==> src/rtl/instr_prefetch_buffer_if.sv <==
// ============================================================================
//  Module  : instr_prefetch_buffer_if
//  Brief   : Memory fetch, decode delivery and redirect signals of the prefetch buffer
//  Revision: 1.0  initial release
// ============================================================================
`default_nettype none

interface instr_prefetch_buffer_if #(
   parameter int DEPTH = 4
);
   logic                     redirect_valid;
   logic [31:0]              redirect_pc;
   logic                     imem_req;
   logic [31:0]              imem_addr;
   logic                     imem_gnt;
   logic                     imem_rvalid;
   logic [31:0]              imem_rdata;
   logic                     inst_valid;
   logic [31:0]              inst_data;
   logic [31:0]              inst_pc;
   logic                     inst_ready;
   logic [$clog2(DEPTH):0]   occupancy;

   modport master (
      input  redirect_valid, redirect_pc, imem_gnt, imem_rvalid, imem_rdata, inst_ready,
      output imem_req, imem_addr, inst_valid, inst_data, inst_pc, occupancy
   );

   modport slave (
      output redirect_valid, redirect_pc, imem_gnt, imem_rvalid, imem_rdata, inst_ready,
      input  imem_req, imem_addr, inst_valid, inst_data, inst_pc, occupancy
   );
endinterface

`default_nettype wire

==> src/rtl/instr_prefetch_buffer.sv <==
// ============================================================================
//  Module  : instr_prefetch_buffer
//  Brief   : Sequential instruction prefetcher with a DEPTH-entry {pc,word} FIFO
//  Revision: 1.0  initial release
// ============================================================================
`default_nettype none

module instr_prefetch_buffer #(
   parameter int          DEPTH    = 4,
   parameter logic [31:0] RESET_PC = 32'h0
) (
   input  logic                    clock,
   input  logic                    reset,
   instr_prefetch_buffer_if.master bus
);
   localparam int CW = $clog2(DEPTH) + 1;
   localparam int AW = $clog2(DEPTH);
   localparam logic [CW:0] c_depth = (CW+1)'(DEPTH);

   logic [31:0]   r_fetch_pc;
   logic [31:0]   r_resp_pc;
   logic [CW-1:0] r_count;
   logic [CW-1:0] r_outstanding;
   logic [CW-1:0] r_drop;
   logic [AW-1:0] r_wr_ptr;
   logic [AW-1:0] r_rd_ptr;
   logic [63:0]   r_mem [DEPTH];

   logic [CW:0]   w_credit_used;
   logic          w_req;
   logic          w_grant;
   logic          w_rvalid;
   logic          w_push;
   logic          w_valid;
   logic          w_pop;

   // Words still in flight hold a slot, including the ones destined to be dropped.
   assign w_credit_used = {1'b0, r_count} + {1'b0, r_outstanding};
   assign w_req    = !reset && !bus.redirect_valid && (w_credit_used < c_depth);
   assign w_grant  = w_req && bus.imem_gnt;
   assign w_rvalid = bus.imem_rvalid && (r_outstanding != '0);
   assign w_push   = w_rvalid && (r_drop == '0) && !bus.redirect_valid;
   assign w_valid  = (r_count != '0);
   assign w_pop    = w_valid && bus.inst_ready;

   assign bus.imem_req   = w_req;
   assign bus.imem_addr  = r_fetch_pc;
   assign bus.inst_valid = !reset && w_valid;
   assign bus.inst_pc    = reset ? 32'h0 : r_mem[r_rd_ptr][63:32];
   assign bus.inst_data  = reset ? 32'h0 : r_mem[r_rd_ptr][31:0];
   assign bus.occupancy  = reset ? '0 : r_count;

   always_ff @(posedge clock) begin
      if (reset) begin
         r_fetch_pc    <= RESET_PC;
         r_resp_pc     <= RESET_PC;
         r_count       <= '0;
         r_outstanding <= '0;
         r_drop        <= '0;
         r_wr_ptr      <= '0;
         r_rd_ptr      <= '0;
      end else if (bus.redirect_valid) begin
         // Everything still owed by memory after this cycle becomes drop debt.
         r_fetch_pc    <= bus.redirect_pc;
         r_resp_pc     <= bus.redirect_pc;
         r_count       <= '0;
         r_wr_ptr      <= '0;
         r_rd_ptr      <= '0;
         r_outstanding <= r_outstanding - CW'(w_rvalid);
         r_drop        <= r_outstanding - CW'(w_rvalid);
      end else begin
         if (w_grant)
            r_fetch_pc <= r_fetch_pc + 32'd4;
         if (w_grant && !w_rvalid)
            r_outstanding <= r_outstanding + CW'(1);
         else if (!w_grant && w_rvalid)
            r_outstanding <= r_outstanding - CW'(1);
         if (w_rvalid && (r_drop != '0))
            r_drop <= r_drop - CW'(1);
         if (w_push) begin
            r_wr_ptr  <= r_wr_ptr + AW'(1);
            r_resp_pc <= r_resp_pc + 32'd4;
         end
         if (w_pop)
            r_rd_ptr <= r_rd_ptr + AW'(1);
         if (w_push && !w_pop)
            r_count <= r_count + CW'(1);
         else if (!w_push && w_pop)
            r_count <= r_count - CW'(1);
      end
   end

   always_ff @(posedge clock) begin
      if (reset) begin
         for (int i = 0; i < DEPTH; i++)
            r_mem[i] <= '0;
      end else if (w_push) begin
         r_mem[r_wr_ptr] <= {r_resp_pc, bus.imem_rdata};
      end
   end
endmodule

`default_nettype wire
==> src/flat_wrapper.sv <==
// flat-port wrapper written by rule: the top's interface ports become plain ports
module instr_prefetch_buffer_flat 
#(
   parameter int          DEPTH    = 4,
   parameter logic [31:0] RESET_PC = 32'h0
)
  (clock, reset, bus_redirect_valid, bus_redirect_pc, bus_imem_gnt, bus_imem_rvalid, bus_imem_rdata, bus_inst_ready, bus_imem_req, bus_imem_addr, bus_inst_valid, bus_inst_data, bus_inst_pc, bus_occupancy);
  instr_prefetch_buffer_if #(.DEPTH(DEPTH)) bus_i ();
  input  logic clock;
  input  logic reset;
  input wire logic [$bits(bus_i.redirect_valid)-1:0] bus_redirect_valid;
  input wire logic [$bits(bus_i.redirect_pc)-1:0] bus_redirect_pc;
  input wire logic [$bits(bus_i.imem_gnt)-1:0] bus_imem_gnt;
  input wire logic [$bits(bus_i.imem_rvalid)-1:0] bus_imem_rvalid;
  input wire logic [$bits(bus_i.imem_rdata)-1:0] bus_imem_rdata;
  input wire logic [$bits(bus_i.inst_ready)-1:0] bus_inst_ready;
  output wire logic [$bits(bus_i.imem_req)-1:0] bus_imem_req;
  output wire logic [$bits(bus_i.imem_addr)-1:0] bus_imem_addr;
  output wire logic [$bits(bus_i.inst_valid)-1:0] bus_inst_valid;
  output wire logic [$bits(bus_i.inst_data)-1:0] bus_inst_data;
  output wire logic [$bits(bus_i.inst_pc)-1:0] bus_inst_pc;
  output wire logic [$bits(bus_i.occupancy)-1:0] bus_occupancy;
  assign bus_i.redirect_valid = bus_redirect_valid;
  assign bus_i.redirect_pc = bus_redirect_pc;
  assign bus_i.imem_gnt = bus_imem_gnt;
  assign bus_i.imem_rvalid = bus_imem_rvalid;
  assign bus_i.imem_rdata = bus_imem_rdata;
  assign bus_i.inst_ready = bus_inst_ready;
  assign bus_imem_req = bus_i.imem_req;
  assign bus_imem_addr = bus_i.imem_addr;
  assign bus_inst_valid = bus_i.inst_valid;
  assign bus_inst_data = bus_i.inst_data;
  assign bus_inst_pc = bus_i.inst_pc;
  assign bus_occupancy = bus_i.occupancy;
  instr_prefetch_buffer #(.DEPTH(DEPTH), .RESET_PC(RESET_PC)) u_core (.clock(clock), .reset(reset), .bus(bus_i));
endmodule
==> config.mk <==
export PLATFORM = sky130hd
export DESIGN_NAME = instr_prefetch_buffer_flat
export DESIGN_NICKNAME = d
export VERILOG_FILES = /design/src/rtl/instr_prefetch_buffer_if.sv /design/src/rtl/instr_prefetch_buffer.sv /design/src/flat_wrapper.sv
export SDC_FILE = /design/constraint.sdc
export NUM_CORES = 1
export LEC_CHECK = 0
export BUFFER_PORTS_ARGS = -buffer_cell sky130_fd_sc_hd__buf_2
export CORE_UTILIZATION = 59
export CTS_BUF_LIST = sky130_fd_sc_hd__clkbuf_16
export DETAILED_ROUTE_END_ITERATION = 10
export GPL_TIMING_DRIVEN = 0
export PLACE_DENSITY_LB_ADDON = 0.1
export SLEW_MARGIN = 15
export SYNTH_ARGS = -nofsm -noshare
export SYNTH_HDL_FRONTEND = slang
export SYNTH_SLANG_ARGS = --single-unit
==> constraint.sdc <==
create_clock -name clock -period 9.4 [get_ports clock]
set_clock_uncertainty 0.05 [all_clocks]
set_input_delay 0.47 -clock clock [delete_from_list [all_inputs] [get_ports clock]]
set_output_delay 0.47 -clock clock [all_outputs]
set_load 0.1 [all_outputs]
## Word level (Yosys, flattened, before mapping)

Memory sizes are Yosys's and may differ from the RTL's. A register that Yosys moved wholly into a read port is not among the register bits.
Index checks and enable logic that the tools add are counted.

- Flip-flop bits (word level): 77
- Bits in writable memories: 256
- Input port bits: 70
- Output and inout port bits: 101
- Word-level logic and storage cells: 74
- Memories: 1

Memories:

| name | depth | width | read ports | clocked after Yosys merged registers in | write ports | RTL line | source |
|---|---|---|---|---|---|---|---|
| u_core.r_mem | 4 | 64 | 1 | 1 | 4 | instr_prefetch_buffer.sv:27 | `logic [63:0] r_mem [DEPTH];` |

- Add/sub/neg operators: 11
- Order comparisons: 1
- Muxes and demuxes: 24
- Reductions and logical operators: 30

Operators by type and width:

| operator | number |
|---|---|
| 32-bit 2-to-1 mux | 6 |
| 32-bit by 3-bit adder with 32-bit output, second input constant | 2 |
| 64-bit 2-to-1 mux | 1 |
| 64-bit OR reduction | 1 |
| 3-bit 2-to-1 mux | 8 |
| 1-bit logical AND | 13 |
| 3-bit nonzero test | 4 |
| 3-bit by 1-bit subtractor with 3-bit output, second input constant | 3 |
| 2-bit nonzero test | 4 |
| 3-bit by 1-bit adder with 3-bit output, second input constant | 2 |
| 1-bit logical NOT | 6 |
| 1-bit 2-to-1 mux | 6 |
| 2-bit 2-to-1 mux | 3 |
| 2-bit by 1-bit adder with 2-bit output, second input constant | 2 |
| 3-bit by 3-bit adder with 4-bit output | 1 |
| 4-bit by 3-bit less-than comparator with 1-bit output, second input constant | 1 |
| 3-bit logical NOT | 1 |
| 3-bit by 1-bit subtractor with 3-bit output | 1 |
| 2-bit OR reduction | 1 |

## Depth between registers and ports, before layout

- Word-level depth: 9
- Gate-level depth with buffers: 11
- Gate-level depth less buffers: 10

## Worst setup path before layout

No wires, ideal clock.

- Path type: register -> register
- Start point: reg u_core.r_drop[0]
- End point: mem u_core.r_mem[2][0] (enable)
- Setup time: 661 ps
- Data arrival time: 7342 ps
- Required time: 8689 ps
- Path slack: 1347 ps
- Cell stages (with the launch flop): 5
- Clock period less this slack: 8053 ps
- Path through: dfxtp_1 inv_1 ha_1 nand3b_1 o41ai_1

RTL lines:

| element | RTL line | source |
|---|---|---|
| from (decl) | instr_prefetch_buffer.sv:24 | `logic [CW-1:0] r_drop;` |
| from (signal assigned) | instr_prefetch_buffer.sv:70 | `r_drop <= r_outstanding - CW'(w_rvalid);` |
| from (signal assigned) | instr_prefetch_buffer.sv:79 | `r_drop <= r_drop - CW'(1);` |
| to (decl) | instr_prefetch_buffer.sv:27 |  |

==> impl_metrics.py <==
metrics = {
    "timing": {
        "slew_headroom_pct": 29.46,
        "rsz0062_at_grt": "false",
        "hold_viol": 0,
        "slew_violations": 0,
        "worstMarginPinSlew_ns": 1.058,
        "period_share_pct": 39.12,
        "post-route-min-period_ns": 3.677,
        "setup_viol": 0,
        "max_freq_ghz": 0.2719,
    },
    "detailed_routing": {
        "drtAntennaViolNets": 0,
        "vias": 10565,
        "routed_wl_mm": 37.15,
        "drc_errors": 0,
        "post_drt_wl_per_cell_um": 20.22,
        "first_iter_violations": 916,
        "avgViaCountPerCell": 5.751,
        "drtPass1Iterations": 8,
    },
    "global_route": {
        "grt_start_max_net_pins": 46,
        "grt_pass1_wl_mm": 57.65,
        "grt_overflow": 0,
        "antenna_found_initial": 0,
        "grtUsageTotal_pct": 28.63,
        "grt_pass1_vias": 10525,
    },
    "hold_path": {
        "hold_path_class": "in -> reg",
    },
    "cts": {
        "clk_pin_slew_ns": 0.06,
        "post_cts_buffers": 0,
        "cts_sinks": 335,
        "cts_root_buf": "clkbuf_16",
        "cts_resized": 0,
        "cts_made_buffers": 35,
        "cts_tree": "yes",
        "h-tree-depth": 2,
        "clock_latency_ns": 0.51,
        "clock_path_buffers": 3,
        "cts_hold_buf": 0,
    },
    "power": {
        "power_leakage_nw": 7.366,
        "total_power_mw": 3.702,
        "ir_drop_uv": 124.1,
        "power_density_nw_per_um2": 205.3,
    },
    "synth": {
        "netlist_instances": 1259,
        "synth_ff_type": "edfxtp_1",
        "yosysTopAreaCellShare_pct": 49.98,
        "ys_top_cells_by_area": "edfxtp_1 (50%), dfxtp_1 (10%), mux4_2 (9.4%), nor2_1 (4.8%), and2_1 (2.7%)",
        "ys.warnings.count": 0,
        "syn_area_um2": 15380,
        "synth_top_family_by_area": "simple AND/OR/NAND/NOR gates",
        "synth_mux_area_share_pct": 9.932,
        "yosys.area.top_type": "edfxtp_1",
        "yosysSeqAreaShare_pct": 60.26,
        "synth_cell_types": 65,
        "synth_seq_cells": 335,
        "async_flop_share_pct": 0,
        "syn_nets": 1340,
        "synth-edff-count": 256,
        "synthXorXnorAreaFrac_pct": 3.164,
        "synth.avg_cell_area_um2": 12.22,
        "synth_compound_area_share_pct": 5.060,
        "synth-simple-area-share_pct": 16.57,
        "synthAdderAreaFrac_pct": 0.9924,
    },
    "placement": {
        "dp_hpwl_mm": 25.73,
        "portBuffers": 169,
        "dp.cells": 1775,
        "globalplace.congestion": 0.9620,
    },
    "die": {
        "die_x_um": 163.5,
        "ioPinCount": 171,
        "die-height_um": 163.5,
        "start_util_pct": 60.56,
        "fp-row-count": 58,
        "core-area_um2": 25400,
        "die_area_um2": 26720,
    },
    "worst_setup_path": {
        "required_ns": 8.88,
        "critPathCaptureType": "primary output",
        "startpoint_type": "flip-flop",
        "crit_type": "reg -> out",
        "cp_max_fo": 10,
        "arrival_ns": 3.16,
    },
    "finish": {
        "antenna_cells": 0,
        "drive_above_1_share_pct": 22.36,
        "final_cells": 1837,
        "nNetsFinal": 1563,
        "mostFrequentLayoutCells": "edfxtp_1 (256), nor2_1 (197), buf_2 (189)",
        "area_growth_pct": 17.25,
        "final_common_cell": "edfxtp_1",
    },
    "run_status": {
        "status": "complete, no violations",
    },
    "flow_run": {
        "cap_violations": 0,
    },
}
## final timing paths
kind | start | to | slack, ns | cells past startpoint
worst min-delay path | bus_redirect_pc[16] | u_core.bus.imem_addr[16] | 0.16 | 2
worst max-delay path | flip-flop | bus_inst_pc[9] | 5.72 | 5
worst min register to register | u_core.bus.imem_addr[0] | u_core.bus.imem_addr[0] | 0.41 | 2
worst max register to register | u_core.r_drop[0] | u_core.r_mem[0][7] | 6.01 | 9
## routing by layer
layer / track usage, % / share of wire [%]
met3: 3.631 / 7.4
met1: 38.16 / 41
met2: 49.52 / 50
met5: 0 / 0
met4: 7.786 / 1.9
## cell usage after synthesis, types with 3 or more instances
master and number:
xnor2_1 10, or3_1 3, nor2_1 197, o21a_1 13, ha_1 9, dfxtp_1 79
nor4_4 4, and3_1 46, a21oi_1 29, xor2_1 43, nor3_1 11, nor4_1 5
and4_1 4, nand3_1 28, buf_2 14, buf_1 7, and2_1 66, nand2_1 103
a31oi_1 9, nand2b_1 3, nand3b_1 5, inv_1 77, a211oi_1 10, a21boi_0 19
nand4_1 24, nor2b_1 3, edfxtp_1 256, clkbuf_1 54, o21ai_0 18, mux2i_1 6
mux4_2 64
## logic make-up after synthesis
logic type,count (synthesis)
compound gates,117
xor+xnor,54
fa+ha+maj,11
buf+inv,155
flops,335
mux,72
simple gates,515
## registers in the layout (all words and copies together) (netlist names), named ones only
signal	flops
u_core.r_wr_ptr	2
u_core.bus.imem_addr	32
u_core.r_outstanding	3
u_core.r_count	3
u_core.r_rd_ptr	2
u_core.r_resp_pc	32
u_core.r_mem	256
u_core.r_drop	3
## through the flow
step	worst slack, ns	util, %	hold WS (ns)	area [um2]	TNS [ns]
floorplan	1.347	-	0.3866	15380	0
global placement	-3.448	65.51	0.4050	16640	-277.37
detailed placement	5.922	66.45	0.4121	16880	0
CTS	5.685	71.00	0.1554	18030	0
global route	5.572	71.00	0.1705	18030	0
finish	5.723	71.00	0.1616	18030	0
## where the power goes
part / internal, mW / switching, mW
sequential: 1.67 / 0.0519
combinational: 0.166 / 0.417
clock: 0.845 / 0.548
total: 2.69 / 1.02
## critical path, cell delays in order, from the launching register on
cell      delay, ns
dfxtp_1        0.32
clkbuf_1       0.78
buf_2          0.49
mux4_2         0.59
and2_1         0.17
buf_2          0.28
## layout make-up
type	count	area (um2)
Tap cell	330	412.9
Fill cell	1825	7365
Timing Repair Buffer	186	1051
Buffer	78	329.1
Clock inverter	25	230.2
Multi-Input combinational cell	769	5528
Sequential cell	335	9269
Inverter	77	289.0
Clock buffer	37	925.9
Note: power is estimated with default switching activity, not from simulation.
